--- src/rtl/uart_pkg.sv ---
// rtl/uart_pkg.sv - shared UART constants and state encoding
// Purpose: the frame constants and FSM state encoding used by uart_tx and uart_rx.
// Ports: none (package).
package uart_pkg;

    localparam int DATA_W     = 8;
    localparam int FRAME_BITS = 10;

    // The receiver decodes the same 2-bit encoding, so the values are pinned.
    typedef enum logic [1:0] {
        ST_IDLE  = 2'b00,
        ST_START = 2'b01,
        ST_DATA  = 2'b10,
        ST_STOP  = 2'b11
    } uart_state_e;

endpackage

--- src/rtl/uart_baud_tick.sv ---
// rtl/uart_baud_tick.sv - per-bit baud counter with last-cycle tick
// Purpose: counts 0..clk_per_bit-1 and flags the final cycle of each serial bit.
// Ports:
//   clk   in  system clock
//   rst   in  synchronous active-high reset
//   clear in  hold the counter at 0 (line idle)
//   tick  out high during the last cycle of a bit period
module uart_baud_tick #(
    parameter int clk_per_bit = 217
) (
    input  logic clk,
    input  logic rst,
    input  logic clear,
    output logic tick
);

    localparam int CNT_W = (clk_per_bit > 1) ? $clog2(clk_per_bit) : 1;
    localparam logic [CNT_W-1:0] LAST = CNT_W'(clk_per_bit - 1);

    logic [CNT_W-1:0] cnt_q;
    logic [CNT_W-1:0] cnt_d;

    always_comb begin
        tick  = !clear && (cnt_q == LAST);
        cnt_d = cnt_q + CNT_W'(1);
        // Wrap at the bit boundary so the next bit starts from 0.
        if (clear || tick) begin
            cnt_d = '0;
        end
    end

    always_ff @(posedge clk) begin
        if (rst) begin
            cnt_q <= '0;
        end else begin
            cnt_q <= cnt_d;
        end
    end

endmodule

--- src/rtl/uart_tx.sv ---
// rtl/uart_tx.sv - 8N1 UART transmitter with one-entry holding register
// Purpose: serialises bytes as start + 8 data bits (LSB first) + stop, gapless
//          back-to-back when a byte is waiting in the holding register.
// Ports:
//   clk       in  system clock
//   rst       in  synchronous active-high reset
//   tx_data   in  byte to send, sampled on the accept edge
//   tx_valid  in  upstream offers tx_data
//   tx_ready  out holding register empty, byte can be accepted
//   serialOut out registered UART line, idle high
//   tx_busy   out a frame is in progress
//   tx_done   out one-cycle pulse after a stop bit completes
module uart_tx
    import uart_pkg::*;
#(
    parameter int clk_per_bit = 217
) (
    input  logic              clk,
    input  logic              rst,
    input  logic [DATA_W-1:0] tx_data,
    input  logic              tx_valid,
    output logic              tx_ready,
    output logic              serialOut,
    output logic              tx_busy,
    output logic              tx_done
);

    uart_state_e       state_q, state_d;
    logic [DATA_W-1:0] shift_q, shift_d;
    logic [DATA_W-1:0] hold_q, hold_d;
    logic              hold_full_q, hold_full_d;
    logic [2:0]        idx_q, idx_d;
    logic              serial_q, serial_d;
    logic              busy_q, busy_d;
    logic              done_q, done_d;

    logic tick;
    logic accept;
    logic load_direct;

    uart_baud_tick #(
        .clk_per_bit(clk_per_bit)
    ) u_baud (
        .clk  (clk),
        .rst  (rst),
        .clear(state_q == ST_IDLE),
        .tick (tick)
    );

    always_comb begin
        // tx_ready depends only on the hold register, never on tx_valid.
        accept      = tx_valid && !hold_full_q;
        load_direct = 1'b0;
        state_d     = state_q;
        shift_d     = shift_q;
        hold_d      = hold_q;
        hold_full_d = hold_full_q;
        idx_d       = idx_q;

        case (state_q)
            ST_IDLE: begin
                idx_d = 3'd0;
                if (accept) begin
                    load_direct = 1'b1;
                    shift_d     = tx_data;
                    state_d     = ST_START;
                end
            end
            ST_START: begin
                if (tick) begin
                    state_d = ST_DATA;
                    idx_d   = 3'd0;
                end
            end
            ST_DATA: begin
                if (tick) begin
                    shift_d = shift_q >> 1;
                    idx_d   = idx_q + 3'd1;   // 7 wraps to 0 on the way into STOP
                    if (idx_q == 3'd7) begin
                        state_d = ST_STOP;
                    end
                end
            end
            ST_STOP: begin
                if (tick) begin
                    if (hold_full_q) begin
                        shift_d     = hold_q;
                        hold_full_d = 1'b0;
                        state_d     = ST_START;
                    end else if (accept) begin
                        load_direct = 1'b1;
                        shift_d     = tx_data;
                        state_d     = ST_START;
                    end else begin
                        state_d = ST_IDLE;
                    end
                end
            end
            default: state_d = ST_IDLE;
        endcase

        // Anything accepted that the shifter cannot take right now is parked.
        if (accept && !load_direct) begin
            hold_d      = tx_data;
            hold_full_d = 1'b1;
        end

        // Outputs are computed from the next state so they line up with it.
        case (state_d)
            ST_START: serial_d = 1'b0;
            ST_DATA:  serial_d = shift_d[0];
            default:  serial_d = 1'b1;
        endcase
        busy_d = (state_d != ST_IDLE);
        done_d = (state_q == ST_STOP) && tick;
    end

    always_ff @(posedge clk) begin
        if (rst) begin
            state_q     <= ST_IDLE;
            shift_q     <= '0;
            hold_q      <= '0;
            hold_full_q <= 1'b0;
            idx_q       <= 3'd0;
            serial_q    <= 1'b1;
            busy_q      <= 1'b0;
            done_q      <= 1'b0;
        end else begin
            state_q     <= state_d;
            shift_q     <= shift_d;
            hold_q      <= hold_d;
            hold_full_q <= hold_full_d;
            idx_q       <= idx_d;
            serial_q    <= serial_d;
            busy_q      <= busy_d;
            done_q      <= done_d;
        end
    end

    assign tx_ready  = !hold_full_q;
    assign serialOut = serial_q;
    assign tx_busy   = busy_q;
    assign tx_done   = done_q;

endmodule

--- config.mk ---
export PLATFORM = sky130hd
export DESIGN_NAME = uart_tx
export DESIGN_NICKNAME = d
export VERILOG_FILES = /design/src/rtl/uart_pkg.sv /design/src/rtl/uart_baud_tick.sv /design/src/rtl/uart_tx.sv
export SDC_FILE = /design/constraint.sdc
export NUM_CORES = 1
export LEC_CHECK = 0
export CAP_MARGIN = 10
export CORE_MARGIN = 1.5
export CORE_UTILIZATION = 35
export DETAILED_ROUTE_END_ITERATION = 16
export MAX_ROUTING_LAYER = met4
export SYNTH_ARGS = -nofsm -noshare
export SYNTH_HDL_FRONTEND = slang
export SYNTH_HIERARCHICAL = 1
export SYNTH_SLANG_ARGS = --single-unit
--- constraint.sdc ---
create_clock -name clk -period 2.69 [get_ports clk]
set_input_delay 0.538 -clock clk [delete_from_list [all_inputs] [get_ports clk]]
set_output_delay 0.538 -clock clk [all_outputs]
set_load 0.02 [all_outputs]
-- Word-level counts from Yosys, hierarchy flattened
Index checks and enable logic that the tools add are counted.
- add/subtract/negate cells: 2
- equality and inequality tests: 10
- muxes and demuxes: 24
- reductions and logical operators: 18
- operators by type and width (kind ; number):
    $mux W8 ; 4
    $pmux W8 S3 ; 1
    $mux W2 ; 5
    $pmux W3 S3 ; 1
    $add A8 B1 Y8 const B ; 1
    $eq A8 B8 Y1 const B ; 1
    $mux W1 ; 8
    $pmux W2 S4 ; 1
    $eq A2 B2 Y1 const B ; 3
    $mux W3 ; 2
    $ne A2 B2 Y1 const B ; 3
    $reduce_and A3 Y1 ; 2
    $reduce_bool A2 Y1 ; 3
    $reduce_bool A3 Y1 ; 2
    $eq A2 B1 Y1 const B ; 2
    $logic_and A1 B1 Y1 ; 4
    $pmux W1 S2 ; 2
    $add A3 B1 Y3 const B ; 1
    $eq A3 B3 Y1 const B ; 1
    $logic_not A1 Y1 ; 3
    $logic_not A2 Y1 ; 1
    $reduce_and A2 Y1 ; 1
    $reduce_or A2 Y1 ; 1
    $logic_or A1 B1 Y1 ; 1
- flip-flop bits (word level): 33
- input port bits: 11
- output and inout port bits: 4
- logic and storage cells: 64

-- Logic depth before layout (Yosys ltp)
Gate-level depths: netlist (run 1).
- word-level depth: 10
- mapped depth: 10
- mapped depth without buffers: 9

-- Modules after synthesis
Netlist (run 1), hierarchy kept.
- by module, submodules not included (module ; instances ; cells an instance ; area an instance (um^2) ; sequential area each (um^2)):
    uart_tx ; 1 ; 159 ; 1356.3 ; 500.5
    uart_baud_tick ; 1 ; 40 ; 396.6 ; 160.2

-- Worst setup path after synthesis (run 1)
No wires, ideal clock.
- path kind: register to register
- start point: register state_q[0]
- end point: register serial_q, in the netlist serialOut
- setup time: 0.127 ns
- arrival time: 1.783 ns
- data required time: 2.563 ns
- setup slack: 0.780 ns
- cell stages (with the launch flop): 9
- path buffers: 1
- clock period less this slack: 1.910 ns
- cells stage by stage: dfxtp_1 > inv_1 > ha_1 > nor2_1 > buf_2 > mux2_1 > a22o_1 > o31ai_2 > a2bb2oi_1
- longest elaborated chain between the ends: 7
- ends and longest elaborated chain (element ; line ; source):
    from (decl) ; uart_tx.sv:28 ; uart_state_e state_q, state_d;
    from (signal assigned) ; uart_tx.sv:129 ; state_q <= state_d;
    $logic_not A2 Y1 (*) ; uart_tx.sv:46 ; .clear(state_q == ST_IDLE),
    $logic_not A1 Y1 (*) ; uart_baud_tick.sv:24 ; tick = !clear && (cnt_q == LAST);
    $logic_and A1 B1 Y1 (*) ; uart_baud_tick.sv:24 ;
    via tick ; uart_tx.sv:37 ; logic tick;
    $mux W2, on equally long branches ; uart_tx.sv:85, uart_tx.sv:70, uart_tx.sv:76 ;
    $pmux W2 S4 ; uart_tx.sv:60 ; case (state_q)
    $eq A2 B2 Y1 / $eq A2 B1 Y1 (equally long branches) ; uart_tx.sv:109 ; case (state_d)
    $pmux W1 S2 (*) ; uart_tx.sv:109 ;
    to (signal assigned) ; uart_tx.sv:134 ; serial_q <= serial_d;
    to (decl) ; uart_tx.sv:33 ; logic serial_q, serial_d;
The timed path passes the listed nets; every way through them passes the cells marked *. The select of a mux whose other input is x is not followed.
A chain may end at the register's enable or synchronous reset.

-- Worst setup path in the final report (run 1)
- start point: register state_q[1]
- end point: register hold_q[0]
- longest elaborated chain between the ends: 7
- ends and longest elaborated chain (element ; line ; source):
    $logic_not A2 Y1 ; uart_tx.sv:46 ;
    $logic_not A1 Y1 ; uart_baud_tick.sv:24 ;
    $logic_and A1 B1 Y1 ; uart_baud_tick.sv:24 ;
    via tick ; uart_tx.sv:37 ;
    $mux W1 ; uart_tx.sv:85 ; if (tick) begin
    $pmux W1 S2 ; uart_tx.sv:60 ;
    $logic_not A1 Y1 ; uart_tx.sv:103 ; if (accept && !load_direct) begin
    $logic_and A1 B1 Y1 ; uart_tx.sv:103 ;
    to (signal assigned) ; uart_tx.sv:131 ; hold_q <= hold_d;
    to (decl) ; uart_tx.sv:30 ; logic [DATA_W-1:0] hold_q, hold_d;
The timed path passes the listed nets, and every way through them passes these cells.

==> Implementation_results.wiki, run 1 <==
{| class="wikitable"
! Metric !! Value
|-
| Run status || finished clean
|-
| Arr. time, crit path || 2.52 ns
|-
| Quantity of hold-fixing buffers added after cts || 0
|-
| Most area-hungry cell type in the Yosys netlist || sky130_fd_sc_hd__dfxtp_1
|-
| Leakage || 0.832 nW
|-
| Final wirelength || 3580 um
|-
| Syn avg cell area || 8.81 um2
|-
| Clock skew after layout || 0.00369 ns
|-
| Total design power || 1.36 mW
|-
| Proportion of total power due to net switching || 31.8%
|-
| Max Cap Violations || 0
|-
| Cell types with the largest area share after synthesis || sky130_fd_sc_hd__dfxtp_1 38%, sky130_fd_sc_hd__mux2i_1 9.1%, sky130_fd_sc_hd__nor2_1 6.0%, sky130_fd_sc_hd__ha_1 5.7%, sky130_fd_sc_hd__a32o_1 4.0%
|-
| Grt peak-use layer || met2
|-
| Internal power contribution || 0.930 mW
|-
| Area growth, synth to finish || 17.0%
|-
| Total number of vias || 1412
|-
| Setup repair after global routing missed its margin || false
|-
| Yosys warning total || 6
|-
| Critical path class || register to register
|-
| Global-route met1 utilization || 18.6%
|-
| Sw power || 0.434 mW
|-
| Power per cell area || 665 mW/mm2
|-
| Post-detailed-route wirelength per cell || 12.7 um
|-
| Crit path required time || 2.85 ns
|-
| Kind of launch point of the worst setup path || register
|-
| Total GRT Usage || 15.3%
|-
| Total Die Area || 0.00544 mm2
|-
| Fin. Hold Viols || 0
|-
| Share of power burned in the clock network || 27.5%
|-
| Highest achievable clock rate || 424 MHz
|-
| Worst setup slack for register-to-register paths || 0.33 ns
|-
| Final worst path period share || 87.6%
|-
| Share of total power in sequential cells || 43.6%
|-
| Crit path time final || 2.36 ns
|-
| Placer Congestion || 0.821
|-
| Vias/cell || 5.02
|-
| Peak supply drop || 0.000343 V
|-
| Pre-Repair DR Iteration Count || 4
|-
| Worst Max-Slew Pin Slew || 1.18 ns
|-
| Pin count of the biggest net entering global routing || 20
|-
| Placeable core area || 0.00479 mm2
|-
| Remaining DRCs || 0
|-
| Post-synthesis instance area || 0.00175 mm2
|-
| Post-cts repair resize count || 0
|-
| Worst hold-check path type || register to register
|-
| GR Util met2 || 24.4%
|-
| Number of placement rows || 25
|-
| Effective utilization at floorplan || 36.6%
|-
| Synthesized netlist net count || 218
|-
| I/O Pins || 15
|-
| Port Buffer Count || 14
|-
| Slew Limit Fails || 0
|-
| Share of the synthesized area in the top cell type || 37.7%
|-
| Fin nets || 233
|-
| Highest net fanout along the worst path || 9
|-
| Number of setup violations in the final report || 0
|-
| CTS buffer count || 5
|-
| Clock-pin slew on the worst setup and hold paths || 0.06 ns
|-
| # diodes || 0
|-
| Number of global-route vias before repair || 1334
|-
| Met3 demand-to-capacity share in global routing || 4.12%
|-
| Kind of end point of the critical path || register
|-
| Dpl hpwl || 2460 um
|-
| Share of final-layout standard cells stronger than drive strength 1 || 12.1%
|-
| Initial antenna violation count || 0
|-
| GR Overflow Total || 0
|-
| Number of setup buffers added after CTS || 0
|-
| Post-synthesis register bit count || 33
|-
| Y dimension of the die || 73.8 um
|-
| Bufs on Longest Clock Path || 2
|-
| H-tree levels || 2
|-
| Number of clock sinks || 33
|-
| Sequential cell area fraction in the yosys report || 37.7%
|-
| Clock tree from TritonCTS || done
|-
| Floorplan die width || 73.8 um
|-
| Global-route wire length before repair || 6190 um
|-
| Synthesized instance count || 199
|-
| Initial DRC Count || 49
|-
| Relative slew slack || 21.0%
|-
| Relative contribution of combinational cells to total power || 28.9%
|-
| Total Neg Setup Slack || 0 ns
|-
| Distinct cells, synth || 41
|-
| Root Driver || sky130_fd_sc_hd__clkbuf_8
|-
| Clock latency at the later pin of the worst-skew pair || 0.28 ns
|-
| Count of antenna-violating nets left after detailed routing || 0
|}
[flip-flops by register name, summed over array words and instances, names as in the netlist]
register      count
shift_q           8
tx_busy           1
hold_full_q       1
serialOut         1
idx_q             3
u_baud/cnt_q      8
tx_done           1
state_q           2
hold_q            8
[worst paths after layout]
kind	cells after the start	end	from
max reg2reg	7	hold_q[0]	state_q[1]
min reg2reg	1	u_baud/cnt_q[0]	u_baud/cnt_q[0]
max	7	hold_q[0]	state_q[1]
min	1	u_baud/cnt_q[0]	u_baud/cnt_q[0]
[layout by cell type, fill, tap and decap left out, types with 6 or more instances in the layout]
cell,n
sky130_fd_sc_hd__ha_1,8
sky130_fd_sc_hd__clkdlybuf4s50_1,14
sky130_fd_sc_hd__a21oi_1,8
sky130_fd_sc_hd__clkbuf_8,6
sky130_fd_sc_hd__inv_1,6
sky130_fd_sc_hd__mux2i_1,16
sky130_fd_sc_hd__a32o_1,7
sky130_fd_sc_hd__nand2_1,18
sky130_fd_sc_hd__buf_4,6
sky130_fd_sc_hd__a22oi_1,8
sky130_fd_sc_hd__o21ai_0,11
sky130_fd_sc_hd__dfxtp_1,33
sky130_fd_sc_hd__nor2_1,28
[logic make-up after synthesis]
group	synth area share (%)
adders and majority gates	5.71
DFF	37.7
AOI/OAI and AO/OA	21.3
buffers and inverters	4.57
muxes	10.6
and+or+nand+nor	18.6
xor gates and xnor gates	1.50
[metal layers]
layer | vias up | routed length (um)
met5 | - | 0
met4 | 0 | 58
met3 | 6 | 141
met2 | 26 | 1580
met1 | 647 | 1800
li1 | 733 | -
[synthesized netlist by cell type]
cell and instances:
sky130_fd_sc_hd__buf_6 1, sky130_fd_sc_hd__and3_4 1, sky130_fd_sc_hd__or3_1 3, sky130_fd_sc_hd__o21ai_1 1, sky130_fd_sc_hd__mux2_1 1, sky130_fd_sc_hd__nor3_1 2
sky130_fd_sc_hd__nand2b_1 2, sky130_fd_sc_hd__inv_1 6, sky130_fd_sc_hd__mux2i_1 16, sky130_fd_sc_hd__nand3_1 3, sky130_fd_sc_hd__nor2_1 28, sky130_fd_sc_hd__o21bai_1 2
sky130_fd_sc_hd__a311o_4 1, sky130_fd_sc_hd__mux2_4 1, sky130_fd_sc_hd__ha_1 8, sky130_fd_sc_hd__a2bb2oi_1 1, sky130_fd_sc_hd__dfxtp_1 33, sky130_fd_sc_hd__o32a_1 1
sky130_fd_sc_hd__xor2_1 2, sky130_fd_sc_hd__nor3b_2 1, sky130_fd_sc_hd__xnor2_1 1, sky130_fd_sc_hd__a22oi_1 8, sky130_fd_sc_hd__nand2_1 18, sky130_fd_sc_hd__o221ai_1 1
sky130_fd_sc_hd__buf_2 4, sky130_fd_sc_hd__a22o_1 1, sky130_fd_sc_hd__nor2_2 5, sky130_fd_sc_hd__nand3_2 1, sky130_fd_sc_hd__a21oi_1 8, sky130_fd_sc_hd__o211ai_1 1
sky130_fd_sc_hd__a211o_1 1, sky130_fd_sc_hd__nor2b_1 2, sky130_fd_sc_hd__nand4_1 2, sky130_fd_sc_hd__clkbuf_1 7, sky130_fd_sc_hd__or2_1 1, sky130_fd_sc_hd__o21ai_0 11
sky130_fd_sc_hd__a32oi_1 1, sky130_fd_sc_hd__o2bb2ai_1 1, sky130_fd_sc_hd__a21oi_2 3, sky130_fd_sc_hd__o31ai_2 1, sky130_fd_sc_hd__a32o_1 7
[worst max-delay path, cell delays in order, from the launching register on]
cell and delay, ns:
sky130_fd_sc_hd__dfxtp_1 0.42, sky130_fd_sc_hd__inv_1 0.12, sky130_fd_sc_hd__ha_1 0.21, sky130_fd_sc_hd__nor2_1 0.14
sky130_fd_sc_hd__a21oi_1 0.11, sky130_fd_sc_hd__o21bai_1 0.92, sky130_fd_sc_hd__mux2i_1 0.27, sky130_fd_sc_hd__nor2_1 0.05
[area by class of cell]
type	count	area [um2]
fillers	475	2740
multi-input cells	148	1010
flip-flops and latches	33	661
repair buffers	20	185
clock buffers	7	86.3
well taps	67	83.8
inverters	6	22.5
[power groups by stage]
stage	clock network (mW)	registers, mW	logic (mW)
6_report	0.374	0.595	0.394
5_1_grt	0.405	0.606	0.437
4_1_cts	0.388	0.596	0.397
3_5_place_dp	0	0.606	0.395
3_3_place_gp	0	0.608	0.397
2_1_floorplan	0	0.598	0.289
[per-stage QoR]
stage               instances  setup slack (ns)  hold WS [ns]  area (um2)  utilization (%)
floorplan                 199             0.780         0.450        1750                -
CTS                       281             0.334         0.488        2050             42.8
global placement          274             0.339         0.467        1960             41.0
finish                    281             0.334         0.487        2050             42.8
global route              281             0.166         0.526        2050             42.8
detailed placement        274             0.291         0.471        1960             41.0
Note: power is estimated with default switching activity, not from simulation.
==> inputs of run 2 (changes only) <==
Settings changed: CELL_PAD_IN_SITES_DETAIL_PLACEMENT from default to 2, CELL_PAD_IN_SITES_GLOBAL_PLACEMENT from default to 2, PLACE_DENSITY_LB_ADDON from default to 0.1.
==> Implementation_results.wiki, run 2 (synthesis results as in run 1) <==
{| class="wikitable"
! Metric !! Value
|-
| Bufs on Longest Clock Path || 2 (unchanged)
|-
| Vias/cell || 5.41 (was 5.02)
|-
| Post-detailed-route wirelength per cell || 17.7 um (was 12.7 um)
|-
| Power per cell area || 684 mW/mm2 (was 665 mW/mm2)
|-
| Placer Congestion || 0.788 (was 0.821)
|-
| Arr. time, crit path || 2.42 ns (was 2.52 ns)
|-
| Quantity of hold-fixing buffers added after cts || 0 (unchanged)
|-
| Relative slew slack || 50.9% (was 21.0%)
|-
| Post-placement setup slack || 0.373 ns (was 0.291 ns)
|-
| Max Cap Violations || 0 (unchanged)
|-
| Run status || finished clean (unchanged)
|-
| H-tree levels || 2 (unchanged)
|-
| Y dimension of the die || 73.8 um (unchanged)
|-
| Commonest cells after routing, fill and taps aside || 33 x sky130_fd_sc_hd__dfxtp_1, 28 x sky130_fd_sc_hd__nor2_1, 18 x sky130_fd_sc_hd__nand2_1, 16 x sky130_fd_sc_hd__mux2i_1, 14 x sky130_fd_sc_hd__clkdlybuf4s50_1 (unchanged)
|-
| Pin count of the biggest net entering global routing || 27 (was 20)
|-
| Port Buffer Count || 14 (unchanged)
|-
| Clock tree from TritonCTS || done (unchanged)
|-
| Fin. Hold Viols || 0 (unchanged)
|-
| Leading cell type in the layout, fill and taps excluded || sky130_fd_sc_hd__dfxtp_1 (unchanged)
|-
| Kind of launch point of the worst setup path || register (unchanged)
|-
| Number of placement rows || 25 (unchanged)
|-
| Final cell count without fillers || 280 (was 281)
|-
| # diodes || 0 (unchanged)
|-
| Logic depth of the worst register-to-register path || 9 (was 7)
|-
| Total Die Area || 0.00544 mm2 (unchanged)
|-
| Count of antenna-violating nets left after detailed routing || 0 (unchanged)
|-
| Total Neg Setup Slack || 0 ns (unchanged)
|-
| Leakage || 0.826 nW (was 0.832 nW)
|-
| Placeable core area || 0.00479 mm2 (unchanged)
|-
| Initial DRC Count || 43 (was 49)
|-
| Min-Delay Path Depth || 1 (unchanged)
|-
| Total number of vias || 1515 (was 1412)
|-
| Dpl hpwl || 3470 um (was 2460 um)
|-
| Highest achievable clock rate || 444 MHz (was 424 MHz)
|-
| Final wirelength || 4960 um (was 3580 um)
|-
| Crit path required time || 2.86 ns (was 2.85 ns)
|-
| Effective utilization at floorplan || 36.6% (unchanged)
|-
| Peak supply drop || 0.000276 V (was 0.000343 V)
|-
| Number of setup violations in the final report || 0 (unchanged)
|-
| Number of global-route vias before repair || 1677 (was 1334)
|-
| Root Driver || sky130_fd_sc_hd__clkbuf_8 (unchanged)
|-
| Global-route wire length before repair || 8440 um (was 6190 um)
|-
| Fin Hold WS || 0.495 ns (was 0.487 ns)
|-
| Highest net fanout along the worst path || 20 (was 9)
|-
| DP Cell Count || 273 (was 274)
|-
| Slew Limit Fails || 0 (unchanged)
|-
| Setup repair after global routing missed its margin || false (unchanged)
|-
| CTS buffer count || 5 (unchanged)
|-
| Post-cts repair resize count || 0 (unchanged)
|-
| GR Overflow Total || 0 (unchanged)
|-
| Crit path time final || 2.25 ns (was 2.36 ns)
|-
| Initial antenna violation count || 0 (unchanged)
|-
| Worst hold-check path type || register to register (unchanged)
|-
| Largest regs || hold_q x8, shift_q x8, u_baud/cnt_q x8 (unchanged)
|-
| Kind of end point of the critical path || register (unchanged)
|-
| Pre-Repair DR Iteration Count || 4 (unchanged)
|-
| Worst Max-Slew Pin Slew || 0.716 ns (was 1.18 ns)
|-
| Critical path class || register to register (unchanged)
|-
| Worst path setup slack after routing || 0.438 ns (was 0.334 ns)
|-
| Final worst path period share || 83.7% (was 87.6%)
|-
| Total GRT Usage || 21.2% (was 15.3%)
|-
| I/O Pins || 15 (unchanged)
|-
| Floorplan die width || 73.8 um (unchanged)
|-
| Area growth, synth to finish || 16.6% (was 17.0%)
|-
| Remaining DRCs || 0 (unchanged)
|-
| Clock skew after layout || 0.00598 ns (was 0.00369 ns)
|-
| Number of clock sinks || 33 (unchanged)
|-
| Fin nets || 232 (was 233)
|-
| Number of setup buffers added after CTS || 0 (unchanged)
|-
| Clock-pin slew on the worst setup and hold paths || 0.06 ns (about the same)
|-
| Clock latency at the later pin of the worst-skew pair || 0.29 ns (was 0.28 ns)
|-
| Share of final-layout standard cells stronger than drive strength 1 || 11.7% (was 12.1%)
|}
-- run 2: layout make-up --
type,instances,area (um2)
Fill cell,553,2740
Timing Repair Buffer,19,178
Multi-Input combinational cell,148,1010
Clock buffer,7,86.3
Sequential cell,33,661
Inverter,6,22.5
Tap cell,67,83.8
-- run 2: power by group --
group | total [mW] | internal (mW) | switching [mW]
sequential | 0.602 | 0.544 | 0.0576
clock | 0.385 | 0.203 | 0.182
combinational | 0.410 | 0.181 | 0.229
-- run 2: stage by stage --
step	cell area [um2]	total power [mW]	util (%)
floorplan	1750	0.887	-
global placement	1960	1.00	40.9
detailed placement	1960	1.03	40.9
CTS	2040	1.42	42.7
global route	2040	1.48	42.7
finish	2040	1.40	42.7
-- run 2: routing by layer --
layer,global-route usage (%),routed length (um),part of all wire (%)
met5,-,0,0
met4,4.94,44,0.89
met3,5.76,143,2.9
met2,37.9,2630,53
met1,23.3,2140,43
-- run 2: worst paths after layout --
| path | start | to | slack [ns] |
|---|---|---|---|
| setup / recovery | u_baud/cnt_q[0] | shift_q[1] | 0.44 |
| hold / removal | u_baud/cnt_q[0] | u_baud/cnt_q[0] | 0.49 |
| setup reg to reg | u_baud/cnt_q[0] | shift_q[1] | 0.44 |
| hold reg to reg | u_baud/cnt_q[0] | u_baud/cnt_q[0] | 0.49 |
-- run 2: critical path, cell delays in order (launching register included) --
cell and delay, ns:
sky130_fd_sc_hd__dfxtp_1 0.41, sky130_fd_sc_hd__inv_1 0.08, sky130_fd_sc_hd__ha_1 0.23, sky130_fd_sc_hd__nand3_1 0.08, sky130_fd_sc_hd__nor2_1 0.05, sky130_fd_sc_hd__buf_4 0.20
sky130_fd_sc_hd__mux2i_1 0.57, sky130_fd_sc_hd__nor2_1 0.25, sky130_fd_sc_hd__a22oi_1 0.21, sky130_fd_sc_hd__nor2_1 0.06
==> inputs of run 3 (changes only) <==
Clock period 2.69 ns to 2.1 ns, I/O delays scaled along.
==> Implementation_results.wiki, run 3 (synthesis results as in run 1) <==
{| class="wikitable"
! Metric !! Value
|-
| Run status || finished clean (unchanged)
|-
| Total Die Area || 0.00544 mm2 (unchanged)
|-
| Number of global-route vias before repair || 1726 (was 1677)
|-
| I/O Pins || 15 (unchanged)
|-
| Area growth, synth to finish || 22.9% (was 16.6%)
|-
| Placer Congestion || 0.816 (was 0.788)
|-
| Final wirelength || 4920 um (was 4960 um)
|-
| Count of antenna-violating nets left after detailed routing || 0 (unchanged)
|-
| Pre-Repair DR Iteration Count || 4 (unchanged)
|-
| Commonest cells after routing, fill and taps aside || 33 x sky130_fd_sc_hd__dfxtp_1, 28 x sky130_fd_sc_hd__nor2_1, 18 x sky130_fd_sc_hd__nand2_1, 18 x sky130_fd_sc_hd__buf_4, 16 x sky130_fd_sc_hd__mux2i_1 (was 33 x sky130_fd_sc_hd__dfxtp_1, 28 x sky130_fd_sc_hd__nor2_1, 18 x sky130_fd_sc_hd__nand2_1, 16 x sky130_fd_sc_hd__mux2i_1, 14 x sky130_fd_sc_hd__clkdlybuf4s50_1)
|-
| Root Driver || sky130_fd_sc_hd__clkbuf_8 (unchanged)
|-
| Critical path class || register to register (unchanged)
|-
| Global-route wire length before repair || 8580 um (was 8440 um)
|-
| Post-detailed-route wirelength per cell || 16.7 um (was 17.7 um)
|-
| Highest achievable clock rate || 507 MHz (was 444 MHz)
|-
| Vias/cell || 5.34 (was 5.41)
|-
| Share of final-layout standard cells stronger than drive strength 1 || 17.5% (was 11.7%)
|-
| Floorplan die width || 73.8 um (unchanged)
|-
| Launch point of the worst hold path || hold_q[1] (was u_baud/cnt_q[0])
|-
| Startpoint of the worst-slack reg-to-reg timing path || u_baud/cnt_q[5] (was u_baud/cnt_q[0])
|-
| Fin. Hold Viols || 0 (unchanged)
|-
| Number of placement rows || 25 (unchanged)
|-
| Worst Max-Slew Pin Slew || 0.486 ns (was 0.716 ns)
|-
| Worst hold-check path type || register to register (unchanged)
|-
| Initial antenna violation count || 0 (unchanged)
|-
| Number of setup violations in the final report || 0 (unchanged)
|-
| Final worst path period share || 94.0% (was 83.7%)
|-
| Arr. time, crit path || 2.15 ns (was 2.42 ns)
|-
| Final cell count without fillers || 295 (was 280)
|-
| Y dimension of the die || 73.8 um (unchanged)
|-
| Slew Limit Fails || 0 (unchanged)
|-
| Port Buffer Count || 14 (unchanged)
|-
| Total Neg Setup Slack || 0 ns (unchanged)
|-
| H-tree levels || 2 (unchanged)
|-
| Fin nets || 246 (was 232)
|-
| Placeable core area || 0.00479 mm2 (unchanged)
|-
| Setup repair after global routing missed its margin || false (unchanged)
|-
| Highest net fanout along the worst path || 16 (was 20)
|-
| Remaining DRCs || 0 (unchanged)
|-
| Start point of the critical path || u_baud/cnt_q[5] (was u_baud/cnt_q[0])
|-
| # diodes || 0 (unchanged)
|-
| Crit path time final || 1.97 ns (was 2.25 ns)
|-
| Total GRT Usage || 21.4% (was 21.2%)
|-
| Max Cap Violations || 0 (unchanged)
|-
| GR Overflow Total || 0 (unchanged)
|-
| Kind of launch point of the worst setup path || register (unchanged)
|-
| Crit path required time || 2.27 ns (was 2.86 ns)
|-
| Kind of end point of the critical path || register (unchanged)
|-
| Clock skew after layout || 0.00535 ns (was 0.00598 ns)
|-
| Leading cell type in the layout, fill and taps excluded || sky130_fd_sc_hd__dfxtp_1 (unchanged)
|-
| Bufs on Longest Clock Path || 2 (unchanged)
|-
| CTS buffer count || 5 (unchanged)
|-
| Relative slew slack || 66.7% (was 50.9%)
|-
| Number of clock sinks || 33 (unchanged)
|-
| Peak supply drop || 0.000328 V (was 0.000276 V)
|-
| Number of setup buffers added after CTS || 0 (unchanged)
|-
| DP Cell Count || 287 (was 273)
|-
| Total design power || 1.82 mW (was 1.40 mW)
|-
| Pin count of the biggest net entering global routing || 17 (was 27)
|-
| Largest regs || hold_q x8, shift_q x8, u_baud/cnt_q x8 (unchanged)
|-
| Clock latency at the later pin of the worst-skew pair || 0.29 ns (about the same)
|-
| Clock tree from TritonCTS || done (unchanged)
|-
| Power per cell area || 845 mW/mm2 (was 684 mW/mm2)
|-
| Clock-pin slew on the worst setup and hold paths || 0.07 ns (was 0.06 ns)
|-
| Leakage || 0.895 nW (was 0.826 nW)
|-
| Initial DRC Count || 41 (was 43)
|-
| Total number of vias || 1575 (was 1515)
|-
| Dpl hpwl || 3620 um (was 3470 um)
|-
| Effective utilization at floorplan || 36.6% (unchanged)
|}
run 3: cell types whose count changed in the layout (fill, tap and decap cells not counted), sizes merged:
cell | before | now
clkbuf | 7 | 8
buf | 5 | 19
run 3: what timing repair did:
| action | in CTS | in global routing |
|---|---|---|
| endpoints found under the setup margin | 0 | 3 |
| resized for setup | 0 | 3 |
| hold buffers | 0 | 0 |
run 3: final cells by class:
| type | count | area (um2) |
|---|---|---|
| repair buffers | 33 | 287 |
| well taps | 67 | 83.8 |
| inverters | 6 | 22.5 |
| clock buffers | 8 | 80.1 |
| multi-input cells | 148 | 1020 |
| fillers | 533 | 2630 |
| flip-flops and latches | 33 | 661 |
run 3: power breakdown:
group          leakage (nW)  switching (mW)  internal [mW]
sequential            0.269          0.0575          0.697
clock                0.0395           0.233          0.235
combinational         0.587           0.322          0.274
run 3: critical path, stage by stage (launching register included):
cell and delay, ns:
sky130_fd_sc_hd__dfxtp_1 0.35, sky130_fd_sc_hd__nor3b_2 0.25, sky130_fd_sc_hd__nand3_1 0.10, sky130_fd_sc_hd__nor2_1 0.12, sky130_fd_sc_hd__buf_6 0.18, sky130_fd_sc_hd__mux2_1 0.33
sky130_fd_sc_hd__a22o_1 0.19, sky130_fd_sc_hd__o31ai_2 0.25, sky130_fd_sc_hd__a2bb2oi_1 0.09
run 3: path summary, 6_finish.rpt:
kind / endpoint / slack [ns] / cells after the start
setup / recovery: serialOut / 0.13 / 8
hold / removal: hold_q[1] / 0.50 / 2
setup reg to reg: serialOut / 0.13 / 8
hold reg to reg: hold_q[1] / 0.50 / 2
run 3: stage by stage:
| step | area, um2 | setup WS (ns) | hold WS [ns] | util (%) |
|---|---|---|---|---|
| 2_1_floorplan | 1750 | 0.190 | 0.450 | - |
| 3_3_place_gp | 2060 | 0.114 | 0.477 | 43.1 |
| 3_5_place_dp | 2060 | 0.0801 | 0.492 | 43.1 |
| 4_1_cts | 2140 | 0.0986 | 0.511 | 44.8 |
| 5_1_grt | 2150 | 0.00618 | 0.542 | 45.0 |
| 6_report | 2150 | 0.127 | 0.502 | 45.0 |
run 3: routing by layer:
layer,track usage [%],wire length (um),vias up
met2,36.6,2530,18
met4,6.17,55,0
met3,4.94,104,6
met1,24.9,2230,790
li1,-,-,761
met5,-,0,-
